--- config.mk ---
export PLATFORM = sky130hd
export DESIGN_NAME = gesture_led_ctrl
export DESIGN_NICKNAME = d
export VERILOG_FILES = /design/src/rtl/gesture_led_ctrl.sv
export SDC_FILE = /design/constraint.sdc
export NUM_CORES = 1
export LEC_CHECK = 0
export BUFFER_PORTS_ARGS = -buffer_cell sky130_fd_sc_hd__buf_2
export CAP_MARGIN = 40
export CORE_MARGIN = 2
export CORE_UTILIZATION = 62
export CTS_BUF_LIST = sky130_fd_sc_hd__clkbuf_8
export CTS_CLUSTER_DIAMETER = 60
export DETAILED_ROUTE_END_ITERATION = 10
export GPL_TIMING_DRIVEN = 0
export MAX_ROUTING_LAYER = met4
export PLACE_DENSITY = 0.81
export SYNTH_ARGS = -nofsm -noshare
export SYNTH_HDL_FRONTEND = slang
export SYNTH_SLANG_ARGS = --single-unit
--- constraint.sdc ---
create_clock -name clk -period 4.15 [get_ports clk]
set_input_delay 0.415 -clock clk [delete_from_list [all_inputs] [get_ports clk]]
set_output_delay 0.415 -clock clk [all_outputs]
set_load 0.02 [all_outputs]
--- src/rtl/gesture_led_ctrl.sv ---
// Gesture-driven LED mode controller: menu select, confirm/cancel/lamp-test timed displays.
// Optional macro SEL_TIMEOUT_EN adds an idle-gesture timeout that drops SEL back to IDLE.
module gesture_led_ctrl #(
    parameter logic [31:0] DONE_TIME   = 32'd100_000_000,
    parameter logic [31:0] CANCEL_TIME = 32'd50_000_000,
    parameter logic [31:0] TEST_TIME   = 32'd25_000_000,
    parameter logic [31:0] SEL_TIMEOUT = 32'd500_000_000
) (
    input  logic       clk,
    input  logic       rst_n,
    input  logic       gest_vld,
    input  logic [3:0] gest_code,
    output logic [3:0] value,
    output logic       busy,
    output logic       done_pulse
);

    // Handshake: gest_vld is a one-cycle strobe with no back-pressure; a gesture is
    // consumed on the edge it is high or dropped if the current state ignores it.

    typedef enum logic [2:0] {
        S_IDLE   = 3'd0,
        S_SEL    = 3'd1,
        S_DONE   = 3'd2,
        S_CANCEL = 3'd3,
        S_TEST   = 3'd4
    } state_t;

    localparam logic [3:0] G_NEXT    = 4'd1;
    localparam logic [3:0] G_PREV    = 4'd2;
    localparam logic [3:0] G_CONFIRM = 4'd3;
    localparam logic [3:0] G_CANCEL  = 4'd4;
    localparam logic [3:0] G_TEST    = 4'd5;

    state_t      state, state_next;
    logic [1:0]  item, item_next;
    logic [31:0] cnt, cnt_next;
    logic [3:0]  value_next;
    logic        busy_next;
    logic        done_pulse_next;
    logic        g_next, g_prev, g_confirm, g_cancel, g_test;
    logic        sel_kick;

    assign g_next    = gest_vld && (gest_code == G_NEXT);
    assign g_prev    = gest_vld && (gest_code == G_PREV);
    assign g_confirm = gest_vld && (gest_code == G_CONFIRM);
    assign g_cancel  = gest_vld && (gest_code == G_CANCEL);
    assign g_test    = gest_vld && (gest_code == G_TEST);

    always_ff @(posedge clk or negedge rst_n) begin
        if (!rst_n) begin
            state      <= S_IDLE;
            item       <= 2'd0;
            cnt        <= 32'd0;
            value      <= 4'd0;
            busy       <= 1'b0;
            done_pulse <= 1'b0;
        end else begin
            state      <= state_next;
            item       <= item_next;
            cnt        <= cnt_next;
            value      <= value_next;
            busy       <= busy_next;
            done_pulse <= done_pulse_next;
        end
    end

    always_comb begin
        state_next = state;
        item_next  = item;
        sel_kick   = 1'b0;

        case (state)
            S_IDLE: begin
                if (g_next) begin
                    state_next = S_SEL;
                    item_next  = 2'd0;
                end else if (g_prev) begin
                    state_next = S_SEL;
                    item_next  = 2'd3;
                end else if (g_test) begin
                    state_next = S_TEST;
                end
            end
            S_SEL: begin
                // Any navigation gesture takes priority over a coincident timeout.
                if (g_next) begin
                    item_next = item + 2'd1;
                    sel_kick  = 1'b1;
                end else if (g_prev) begin
                    item_next = item - 2'd1;
                    sel_kick  = 1'b1;
                end else if (g_confirm) begin
                    state_next = S_DONE;
                end else if (g_cancel) begin
                    state_next = S_CANCEL;
`ifdef SEL_TIMEOUT_EN
                end else if (cnt == SEL_TIMEOUT - 32'd1) begin
                    state_next = S_IDLE;
`endif
                end
            end
            S_DONE: begin
                if (cnt == DONE_TIME - 32'd1) state_next = S_IDLE;
            end
            S_CANCEL: begin
                if (cnt == CANCEL_TIME - 32'd1) state_next = S_IDLE;
            end
            S_TEST: begin
                if (cnt == TEST_TIME - 32'd1) state_next = S_IDLE;
            end
            default: begin
                state_next = S_IDLE;
            end
        endcase
    end

    // One shared counter: cleared on every state change, running only where time matters.
    always_comb begin
        cnt_next = 32'd0;
        if (state_next == state) begin
            case (state)
                S_DONE, S_CANCEL, S_TEST: cnt_next = cnt + 32'd1;
`ifdef SEL_TIMEOUT_EN
                S_SEL:                    cnt_next = sel_kick ? 32'd0 : cnt + 32'd1;
`endif
                default:                  cnt_next = 32'd0;
            endcase
        end
    end

    // Outputs are decoded from the next state so they register with one cycle of latency.
    always_comb begin
        value_next      = 4'd0;
        busy_next       = 1'b0;
        done_pulse_next = 1'b0;
        case (state_next)
            S_IDLE: value_next = 4'd0;
            S_SEL:  value_next = {2'b00, item_next} + 4'd2;
            S_DONE: begin
                value_next      = 4'd6;
                busy_next       = 1'b1;
                done_pulse_next = (state != S_DONE);
            end
            S_CANCEL: begin
                value_next = 4'd7;
                busy_next  = 1'b1;
            end
            S_TEST: begin
                value_next = 4'd1;
                busy_next  = 1'b1;
            end
            default: value_next = 4'd0;
        endcase
    end

endmodule

==> flow_summary.yaml <==
placement:
  numPortBuffers: 11
  dp_hpwl_microns: 3488
  routabilityCongestion: 0.8741
  dp_cells: 309
clock_network:
  cts_resized: 0
  clock_latency_ps: 300
  clock-sinks: 42
  htree_levels: 2
  hold_buffers: 0
  cts_made_buffers: 5
  cts_tree: "done"
  cts_setup_buffers: 0
  cts_root_buffer: "clkbuf_8"
  clk_pin_slew_worst_paths_ps: 90
  cts_buffer_depth: 2
die:
  start_util: 0.6452
  die_y_microns: 65.73
  core_sq_um: 3661
  ios: 13
  die-width_microns: 65.73
  rows: 22
  dieArea_sq_um: 4320
grt:
  grt_antenna_before_repair: 0
  grt_pass1_wl_microns: 8079
  grt_pass1_vias: 1780
  gr-total-overflow: 0
  grt_max_degree: 28
  grt_util_all_layers: 0.2550
yosys:
  synth_seq_cells: 42
  syn_avg_cell_area_sq_um: 9.487
  netlist_instances: 249
  syn-num-nets: 258
  synth_seq_area_share: 0.4449
  ys_types: 53
  async_flop_share: 1.000
  synth-main-ff-cell: "dfrtp_1"
  ys_warn_count: 0
  synth_area_sq_um: 2362
  synth-edff-count: 0
finish:
  drive_above_1_share: 0.1450
  fillers: 292
  syn_to_final_growth_pct: 9.534
  nets: 277
  n_antenna_cell: 0
  final_cells: 317
  fin_util: 0.7068
  seq_area_sq_um: 1051
  multiInputGateArea_sq_um: 1217
power_and_ir_drop:
  powerDensity_nw_per_um2: 371.3
  p_total_mw: 0.9608
  ir_drop_v: 0.0002581
  leakagePower_nw: 1.164
run:
  drv_cap: 0
sta:
  finalHoldViolations: 0
  final.setup.tns_ps: 0
  tightest_slew_ps: 539.3
  slew_headroom: 0.6372
  fmax_mhz: 441.3
  maxSlewViolCount: 0
  period_minus_slack_ps: 2266
  fin_crit_sh: 0.5461
  rsz0062_at_grt: "false"
  clock_skew_ps: 12.17
  setup_viol: 0
routing:
  ant_nets: 0
  vias: 1826
  drt_wl_total_microns: 4662
  route.detailed.drc: 0
  drtPass1Iterations: 4
  viasPerCell: 5.760
  wl_per_cell_microns: 14.71
  drt_iter0_markers: 157
status:
  status: "finished, final reports clean"
setup_path:
  end_kind: "flip-flop"
  critPathLaunchType: "flip-flop"
  worstPathRequired_ps: 4330
  cp_max_fo: 10
  criticalPathCategory: "reg2reg"
  crit_arrival_ps: 2450
hold_path:
  hold_class: "in2async"
## Yosys cell counts, types with 3 or more instances
cell / instances / area share
o21ai_0: 5 / 0.011
buf_6: 4 / 0.019
and4_1: 3 / 0.011
xor2_1: 22 / 0.082
inv_1: 9 / 0.014
xnor2_1: 9 / 0.033
nand2_1: 22 / 0.035
nand3b_1: 3 / 0.0095
dfrtp_1: 42 / 0.44
and3_1: 6 / 0.016
nand4_1: 6 / 0.016
nor3_1: 6 / 0.013
and2_1: 4 / 0.011
a21oi_1: 3 / 0.0064
nand3_1: 15 / 0.032
nor2_1: 39 / 0.062
nor4b_1: 3 / 0.011
nor4_1: 3 / 0.0079
## path summary, 6_finish.rpt
path                                  start                end  slack, ps  cells after the start
min in group clk           cnt[0]$_DFF_PN0_   cnt[0]$_DFF_PN0_        490                      1
min reg2reg                cnt[0]$_DFF_PN0_   cnt[0]$_DFF_PN0_        490                      1
max reg2reg                cnt[9]$_DFF_PN0_  cnt[21]$_DFF_PN0_       1880                      7
min                                   rst_n   cnt[3]$_DFF_PN0_          6                      1
max                        cnt[9]$_DFF_PN0_  cnt[21]$_DFF_PN0_       1880                      7
max in group asynchronous             rst_n  cnt[22]$_DFF_PN0_       3670                      2
## through the flow
stage | worst slack, ps | hold slack [ps] | instance area [sq um]
5_1_grt | 1764 | 28.70 | 2587
2_1_floorplan | 2156 | 119.4 | 2362
6_report | 1884 | 6.438 | 2587
4_1_cts | 1859 | 14.80 | 2587
3_3_place_gp | 1924 | 466.6 | 2477
3_5_place_dp | 1887 | 350.6 | 2497
## layer usage
metal,wire [microns],global-route usage
met3,212,0.06849
met1,2139,0.3213
met5,0,-
met4,87,0.09115
met2,2222,0.3977
## area by class of cell
cell class | instances | share of cell area
plain buffers | 7 | 0.02321
clock buffers | 5 | 0.02660
clock inverters | 3 | 0.008221
inverters | 9 | 0.01306
multi-input cells | 191 | 0.4705
flip-flops and latches | 42 | 0.4062
well taps | 48 | 0.02321
repair buffers | 12 | 0.02901
## cells by family (layout without fill, tap and decap cells)
| kind of cell | count (synthesis) | after routing | synth area share |
|---|---|---|---|
| xor gates and xnor gates | 31 | 31 | 0.1149 |
| AOI/OAI and AO/OA | 21 | 21 | 0.06727 |
| buffers and inverters | 16 | 36 | 0.03972 |
| other | 1 | 1 | 0.001587 |
| DFF | 42 | 42 | 0.4449 |
| and+or+nand+nor | 136 | 136 | 0.3210 |
| adders and majority gates | 2 | 2 | 0.01059 |
## state kept, by name (all words and copies together) (netlist names)
register,flops
cnt,32
item,2
busy,1
state,3
value,3
done_pulse,1
## critical path, cell delays in order, from the launching register on
cell,delay [ps]
dfrtp_1,430
or4_4,560
nor4_2,350
nand2_1,100
o32a_1,300
nand3_2,170
buf_6,170
nor2_1,60
## where the power goes
group	total (mW)	leakage (nW)	switching (mW)	internal, mW
sequential	0.507	0.544	0.0494	0.458
clock	0.264	0.0441	0.146	0.118
combinational	0.190	0.576	0.107	0.0821
total	0.961	1.16	0.303	0.658
## cell usage in the layout, fill, tap and decap left out, types with 2 or more instances in the layout
cell type / n
nor2_1: 39
and3_1: 6
dfrtp_1: 42
a2bb2oi_1: 2
or3_1: 2
and4b_1: 2
nor3_1: 6
nand2b_1: 2
nor4_1: 3
nand3_1: 15
and2_1: 4
and4_1: 3
nand4_1: 6
or3b_2: 2
xnor2_1: 9
inv_1: 9
nand3b_1: 3
nor2b_1: 2
xor2_1: 22
ha_1: 2
buf_2: 11
or2_2: 2
a21oi_1: 3
and3b_1: 2
clkbuf_8: 5
buf_6: 4
o21ai_0: 5
nand2_1: 22
nor4b_1: 3
clkbuf_1: 2
No activity file was read; power rests on OpenSTA's default activity.
